--- src/rtl/argmax_stream16_if.sv ---
// Stream bundle for argmax_stream16.
//   Input stream : in_valid, in_ready, in_data[15:0], in_last
//   Output stream: out_valid, out_ready, out_max[15:0], out_idx[IDX_W-1:0], out_ovf
// The slave modport is the argmax stage; the master modport is its environment,
// which drives the input stream and accepts results.
interface argmax_stream16_if #(
  parameter int IDX_W = 8
);
  logic             in_valid;
  logic             in_ready;
  logic [15:0]      in_data;
  logic             in_last;
  logic             out_valid;
  logic             out_ready;
  logic [15:0]      out_max;
  logic [IDX_W-1:0] out_idx;
  logic             out_ovf;

  modport slave (
    input  in_valid, in_data, in_last, out_ready,
    output in_ready, out_valid, out_max, out_idx, out_ovf
  );

  modport master (
    output in_valid, in_data, in_last, out_ready,
    input  in_ready, out_valid, out_max, out_idx, out_ovf
  );
endinterface

--- src/rtl/argmax_stream16.sv ---
// Streaming max/argmax stage.
// Consumes a frame of unsigned 16-bit words and reports the frame maximum, the
// 0-based position of its first occurrence, and an overflow flag when the frame
// is longer than 2**IDX_W elements.
// Ports:
//   clk  - single clock, all state on rising edge
//   rst  - asynchronous, active-high reset
//   bus  - argmax_stream16_if.slave (input stream in, result stream out)
module argmax_stream16 #(
  parameter int IDX_W = 8
) (
  input  logic               clk,
  input  logic               rst,
  argmax_stream16_if.slave   bus
);

  typedef enum logic [1:0] {
    S_IDLE = 2'd0,
    S_ACC  = 2'd1,
    S_DONE = 2'd2
  } state_t;

  // cnt == CNT_LIMIT means the beat being accepted has no representable index.
  localparam logic [IDX_W:0] CNT_LIMIT = {1'b1, {IDX_W{1'b0}}};

  state_t           state_q;
  logic [15:0]      max_q, max_d;
  logic [IDX_W-1:0] idx_q, idx_d;
  logic [IDX_W:0]   cnt_q, cnt_d;
  logic             ovf_q, ovf_d;
  logic             out_valid_q;

  logic accept;
  logic gt;
  logic at_limit;

  // Ready depends on state only, so upstream may wait on it without a loop.
  assign bus.in_ready = (state_q != S_DONE);
  assign accept       = bus.in_valid & bus.in_ready;

  // COMP16: strict unsigned greater-than, so ties keep the earlier position.
  assign gt       = (bus.in_data > max_q);
  assign at_limit = (cnt_q == CNT_LIMIT);

  // Datapath next-state for an accepted beat; committed only when accept is high.
  always_comb begin
    // NOTE: every output of this block gets a default first, so no path leaves
    // a value unassigned and no latch is inferred.
    max_d = max_q;
    idx_d = idx_q;
    cnt_d = cnt_q;
    ovf_d = ovf_q;
    if (state_q == S_IDLE) begin
      // First beat of a frame seeds the running max unconditionally.
      max_d = bus.in_data;
      idx_d = '0;
      cnt_d = (IDX_W + 1)'(1);
      ovf_d = 1'b0;
    end else begin
      if (gt) begin
        max_d = bus.in_data;
      end
      // Once past the indexable range the index freezes at its last legal value.
      if (gt && !ovf_q && !at_limit) begin
        idx_d = cnt_q[IDX_W-1:0];
      end
      // Saturate the counter at the limit; ovf is sticky for the rest of the frame.
      if (at_limit) begin
        ovf_d = 1'b1;
      end else begin
        cnt_d = cnt_q + (IDX_W + 1)'(1);
      end
    end
  end

  always_ff @(posedge clk or posedge rst) begin
    if (rst) begin
      state_q     <= S_IDLE;
      max_q       <= '0;
      idx_q       <= '0;
      cnt_q       <= '0;
      ovf_q       <= 1'b0;
      out_valid_q <= 1'b0;
    end else begin
      // NOTE: sequential state uses non-blocking assignments so every register
      // samples pre-edge values regardless of statement order.
      if (accept) begin
        max_q <= max_d;
        idx_q <= idx_d;
        cnt_q <= cnt_d;
        ovf_q <= ovf_d;
      end
      case (state_q)
        S_IDLE, S_ACC: begin
          if (accept) begin
            if (bus.in_last) begin
              state_q     <= S_DONE;
              out_valid_q <= 1'b1;
            end else begin
              state_q <= S_ACC;
            end
          end
        end
        S_DONE: begin
          // out_valid is high throughout DONE, so out_ready alone completes the handshake.
          if (bus.out_ready) begin
            state_q     <= S_IDLE;
            out_valid_q <= 1'b0;
          end
        end
        default: begin
          state_q     <= S_IDLE;
          out_valid_q <= 1'b0;
        end
      endcase
    end
  end

  assign bus.out_valid = out_valid_q;
  assign bus.out_max   = max_q;
  assign bus.out_idx   = idx_q;
  assign bus.out_ovf   = ovf_q;

endmodule
--- src/flat_wrapper.sv ---
// flat-port wrapper written by rule: the top's interface ports become plain ports
module argmax_stream16_flat 
#(
  parameter int IDX_W = 8
)
  (clk, rst, bus_in_valid, bus_in_data, bus_in_last, bus_out_ready, bus_in_ready, bus_out_valid, bus_out_max, bus_out_idx, bus_out_ovf);
  argmax_stream16_if #(.IDX_W(IDX_W)) bus_i ();
  input  logic clk;
  input  logic rst;
  input wire logic [$bits(bus_i.in_valid)-1:0] bus_in_valid;
  input wire logic [$bits(bus_i.in_data)-1:0] bus_in_data;
  input wire logic [$bits(bus_i.in_last)-1:0] bus_in_last;
  input wire logic [$bits(bus_i.out_ready)-1:0] bus_out_ready;
  output wire logic [$bits(bus_i.in_ready)-1:0] bus_in_ready;
  output wire logic [$bits(bus_i.out_valid)-1:0] bus_out_valid;
  output wire logic [$bits(bus_i.out_max)-1:0] bus_out_max;
  output wire logic [$bits(bus_i.out_idx)-1:0] bus_out_idx;
  output wire logic [$bits(bus_i.out_ovf)-1:0] bus_out_ovf;
  assign bus_i.in_valid = bus_in_valid;
  assign bus_i.in_data = bus_in_data;
  assign bus_i.in_last = bus_in_last;
  assign bus_i.out_ready = bus_out_ready;
  assign bus_in_ready = bus_i.in_ready;
  assign bus_out_valid = bus_i.out_valid;
  assign bus_out_max = bus_i.out_max;
  assign bus_out_idx = bus_i.out_idx;
  assign bus_out_ovf = bus_i.out_ovf;
  argmax_stream16 #(.IDX_W(IDX_W)) u_core (.clk(clk), .rst(rst), .bus(bus_i));
endmodule
--- config.mk ---
export PLATFORM = sky130hd
export DESIGN_NAME = argmax_stream16_flat
export DESIGN_NICKNAME = d
export VERILOG_FILES = /design/src/rtl/argmax_stream16_if.sv /design/src/rtl/argmax_stream16.sv /design/src/flat_wrapper.sv
export SDC_FILE = /design/constraint.sdc
export NUM_CORES = 1
export LEC_CHECK = 0
export CORE_UTILIZATION = 50
export DETAILED_ROUTE_END_ITERATION = 12
export MAX_ROUTING_LAYER = met4
export PLACE_DENSITY_LB_ADDON = 0.1
export SETUP_SLACK_MARGIN = 0.2
export SYNTH_ARGS = -nofsm -noshare
export SYNTH_HDL_FRONTEND = slang
export SYNTH_SLANG_ARGS = --single-unit
--- constraint.sdc ---
create_clock -name clk -period 2.59 [get_ports clk]
set_clock_uncertainty 0.1 [all_clocks]
set_input_delay 0.518 -clock clk [delete_from_list [all_inputs] [get_ports clk]]
set_output_delay 0.518 -clock clk [all_outputs]
set_load 0.005 [all_outputs]
-- After elaboration in Yosys (flattened, before gate mapping)
Cells that the tools add are included.
- flip-flop bits (word level): 37
- latch bits: 0
- bits of input ports: 21
- RAM bits: 0
- logic and storage cells: 48
- memories kept: 0
- output and inout bits: 27
- ROM bits: 0
- $mul: 0
- add/subtract/negate cells: 1
- bitwise logic cells: 1
- shifts and indexed selects: 0
- reductions and logical operators: 15
- mux-type cells: 16
- div/mod/pow operators: 0
- magnitude comparators: 1
- eq/ne operators: 8
- operators with widths (operator ; number):
    $mux W16 ; 2
    $mux W9 ; 2
    $gt A16 B16 Y1 ; 1
    $mux W8 ; 2
    $reduce_and A2 Y1 ; 5
    $add A9 B1 Y9 const B ; 1
    $eq A9 B9 Y1 const B ; 1
    $ne A2 B2 Y1 const B ; 4
    $mux W2 ; 3
    $reduce_bool A2 Y1 ; 3
    $mux W1 ; 5
    $pmux W2 S2 ; 1
    $reduce_and A3 Y1 ; 1
    $eq A2 B1 Y1 const B ; 1
    $eq A2 B2 Y1 const B ; 1
    $logic_and A1 B1 Y1 ; 2
    $logic_not A1 Y1 ; 2
    $logic_not A2 Y1 ; 1
    $ne A2 B1 Y1 const B ; 1
    $pmux W1 S2 ; 1
    $reduce_or A2 Y1 ; 1
    $and A1 B1 Y1 ; 1

-- Logic depth before layout (Yosys ltp)
- depth after elaboration: 5
- depth in mapped cells: 9
- mapped depth without buffers: 8

-- Worst setup path before layout
No wires, ideal clock.
- path kind: input -> register
- from: input port bus_in_data[15]
- to: register u_core.max_q[0], in the netlist u_core.bus.out_max[0]
- stages: 7
- arrival time: 2.188 ns
- setup slack: 0.177 ns
- library setup time: 0.125 ns
- data required time: 2.365 ns
- buffers on the path: 1
- cell sequence: ha_1 > nand4_4 > nor4_4 > a21oi_2 > a21oi_4 > buf_12 > mux2_4
- word-level cells in the longest chain between the ends: 3
- ends and longest elaborated chain (element ; line ; RTL):
    start, declared ; flat_wrapper.sv:11 ; input wire logic [$bits(bus_i.in_data)-1:0] bus_in_data;
    $gt A16 B16 Y1 ; argmax_stream16.sv:42 ; assign gt = (bus.in_data > max_q);
    $reduce_bool A2 Y1 (no source line) ; n/a ;
    $reduce_and A2 Y1 (no source line) ; n/a ;
    end signal, assigned ; argmax_stream16.sv:88 ; max_q <= max_d;
    end, declared ; argmax_stream16.sv:27 ; logic [15:0] max_q, max_d;
No other way between the ends.
A chain may end at the register's enable or synchronous reset.

-- Final worst setup path
- from: register u_core.max_q[15], in the netlist u_core.bus.out_max[15]
- to: register u_core.max_q[11], in the netlist u_core.bus.out_max[11]
- word-level cells in the longest chain between the ends: 3
- ends and longest elaborated chain (element ; line):
    $gt A16 B16 Y1 ; argmax_stream16.sv:42
    $reduce_bool A2 Y1 (no source line) ; n/a
    $reduce_and A2 Y1 (no source line) ; n/a
No other way between the ends.

==> results.md <==
* Main flop type after synthesis: dfrtp_1
* CTS tree: yes
* Die width at 66.6 um
* Met3 usage at 5.82%
* FMAX at 426 MHz
* Seq/Total Area, Yosys at 44.4%
* Final wirelength at 4860 um
* Synth warn at 0
* Initial drt markers at 79
* Final Hold Fails at 0
* Largest net degree at the start of global routing at 38
* 1st-pass router iterations at 4
* IO Count at 48
* Routed length per instance at 16.0 um
* Worst Path Arrival at 2.42 ns
* Via density at 5.47
* Cells after Synth at 192
* Worst-path clk slew at 0.07 ns
* Placement Setup Slack at -0.250 ns
* Final ANT Viol Nets at 0
* Xor/xnor cell area share of the yosys netlist at 1.68%
* Hold Crit Class: register to register
* Port bufs at 47
* Max-Cap Viols at 0
* Area Growth Syn to Fin at 38.9%
* Final nets at 293
* GRT Overall Usage at 25.8%
* Most frequent cells in the layout: 37 x dfrtp_1, 32 x clkdlybuf4s50_1, 20 x inv_1
* Synth cell types at 37
* Worst setup SP type: register
* CP max FO at 8
* GR peak layer: met2
* Seq. cell area at 926 um2
* Reg2reg path depth at 8
* PD cells at 949 nW/um2
* Worst endpoint required time at 2.67 ns
* Final cycle utilization of the critical path at 90.7%
* Full die area at 4440 um2
* Post-synthesis mux area share at 10.4%
* WHS Endpoint: u_core.bus.out_idx[4]$_DFFE_PP0P_
* Synthesized cell area at 2090 um2
* RePlAce Congestion at 0.790
* Placed Instances at 294
* Antenna violations before repair at 0
* Skew-Pair Late Insertion Delay at 0.29 ns
* Fillcell total at 287
* Hold_buf cts at 0
* Max Slew Vio Count at 0
* Post-synthesis compound-gate area fraction at 12.3%
* Setup violators final at 0
* R2r endpoint: u_core.bus.out_max[11]$_DFFE_PP0P_
* Max VDD drop at 0.542 mV
* First-pass GRT wire length at 8100 um
* Area occupied by multi-input gates at 1170 um2
* Antenna Cells at 0
* Reg2reg start: u_core.bus.out_max[15]$_DFFE_PP0P_
* HPWL Detailed at 3410 um
* Slew headroom at 67.9%
* #FFs+latches synth at 37
* # rows at 23
* Routing usage on met2 at 41.2%
* Non-filler instance count after layout at 304
* Syn Nets at 231
* Min-delay src: u_core.bus.out_idx[4]$_DFFE_PP0P_
* Root buffer cell: clkbuf_8
* Hold Path Cell Cnt at 1
* R2R Setup Slk at 0.24 ns
* Average size of a mapped cell at 10.9 um2
* TritonCTS buffer count at 5
* Clock period minus worst slack at 2.35 ns
* Detailed-route DRC error count at 0
* Clock Sinks at 37
* Status: finished clean
* Core area at 4000 um2
* Commonest non-fill, non-tap cell in the layout: dfrtp_1
* Leak at 1.37 nW
* Vias in the first global route at 1,732
* Final setup margin at 0.242 ns
* Die Y-Extent at 66.6 um
* Htree depth at 2
* RSZ-0062 raised after global routing: no
* CP Capture Type: register
* Fin Setup TNS at 0 ns
* Async S/R FF share, synth at 100%
* Synth Area in Adders at 10.8%
* Layout cells sized above 1 at 23.6%
* GR met1 Demand/Resource at 31.2%
* Worst slew pin tran at 0.480 ns
* Initial Utilization at 52.2%
* Main combinational cell family by area after synthesis: simple AND/OR/NAND/NOR gates
* EDFF count, synth at 0
* Final core utilization at 72.5%
* CP Class: register to register
* Clk buf depth at 2
* Vias at 1,664
* Hold Slack at 0.396 ns
* Overflow after GRT at 0
* Simple-Gate Fraction of Synth Area at 15.2%
[worst max-delay path by stage]
stage               slack, ns                                from                                 end
floorplan                0.25                      bus_in_data[9]   u_core.bus.out_max[0]$_DFFE_PP0P_
global placement        -0.19                      bus_in_data[9]   u_core.bus.out_max[3]$_DFFE_PP0P_
detailed placement      -0.25                      bus_in_data[5]   u_core.bus.out_max[1]$_DFFE_PP0P_
CTS                      0.20                      bus_in_data[6]  u_core.bus.out_max[10]$_DFFE_PP0P_
global route             0.19  u_core.bus.out_max[15]$_DFFE_PP0P_  u_core.bus.out_max[11]$_DFFE_PP0P_
finish                   0.24  u_core.bus.out_max[15]$_DFFE_PP0P_  u_core.bus.out_max[11]$_DFFE_PP0P_
[Yosys cell counts, drive strengths merged, types with 2 or more instances]
cell type	n	area share, %
inv	20	3.6
and2	3	0.90
and3	2	0.66
nor3	2	0.48
or3	3	0.90
a32o	3	1.4
a22o	7	2.9
o21ai	9	2.3
nor2	16	2.9
nand2	15	2.7
nor4b	2	0.84
nor4	2	1.3
dfrtp	37	44
nand2b	3	0.90
ha	18	11
nand4	7	3.1
xor2	3	1.3
a21oi	13	3.8
mux2	16	10
buf	3	1.4
[area by class of cell]
cell class	instances	area share, %
Timing Repair Buffer	59	19.7
Sequential cell	37	31.9
Multi-Input combinational cell	131	40.5
Tap cell	50	2.16
Inverter	20	2.59
Clock inverter	1	0.259
Clock buffer	6	2.85
[worst max-delay path, cell delays in order (launching register included)]
cell     delay [ns]
dfrtp_1        0.39
inv_1          0.08
ha_4           0.29
nand4_4        0.14
nor4_4         0.38
a21oi_2        0.13
a21oi_4        0.23
buf_12         0.17
mux2_2         0.33
[per-layer routing]
metal  up-vias  share of wire (%)
met5         -                  0
met4         0                2.1
met3         9                4.1
met2        49                 51
met1       811                 43
li1        795                  -
[power breakdown]
part | switching, mW | internal (mW) | leakage, nW
registers | 0.157 | 0.754 | 0.467
clock network | 0.202 | 0.210 | 0.0433
logic | 0.584 | 0.843 | 0.857
total | 0.943 | 1.81 | 1.37
[sequential cells by signal, summed over array words and instances (netlist names)]
signal                count
u_core.bus.out_max       16
u_core.cnt_q              9
u_core.bus.out_idx        8
u_core.state_q            2
u_core.bus.out_ovf        1
u_core.bus.out_valid      1
[metrics by stage]
stage / cell area [um2] / power [mW]
finish: 2900 / 2.75
global route: 2900 / 2.94
CTS: 2840 / 2.67
detailed placement: 2670 / 2.15
global placement: 2670 / 2.10
floorplan: 2090 / 1.60
[kinds of logic after synthesis]
logic type                 Yosys count
AOI/OAI and AO/OA                   36
xor gates and xnor gates             4
adders and majority gates           18
buffers and inverters               24
DFF                                 37
muxes                               16
and+or+nand+nor                     57
[timing repair]
item / CTS / global route
gates resized for setup: 22 / 17
setup endpoints to repair: 24 / 24
buffers inserted: 0 / 3
pin swaps: 12 / 15
No activity file was read; power rests on OpenSTA's default activity.
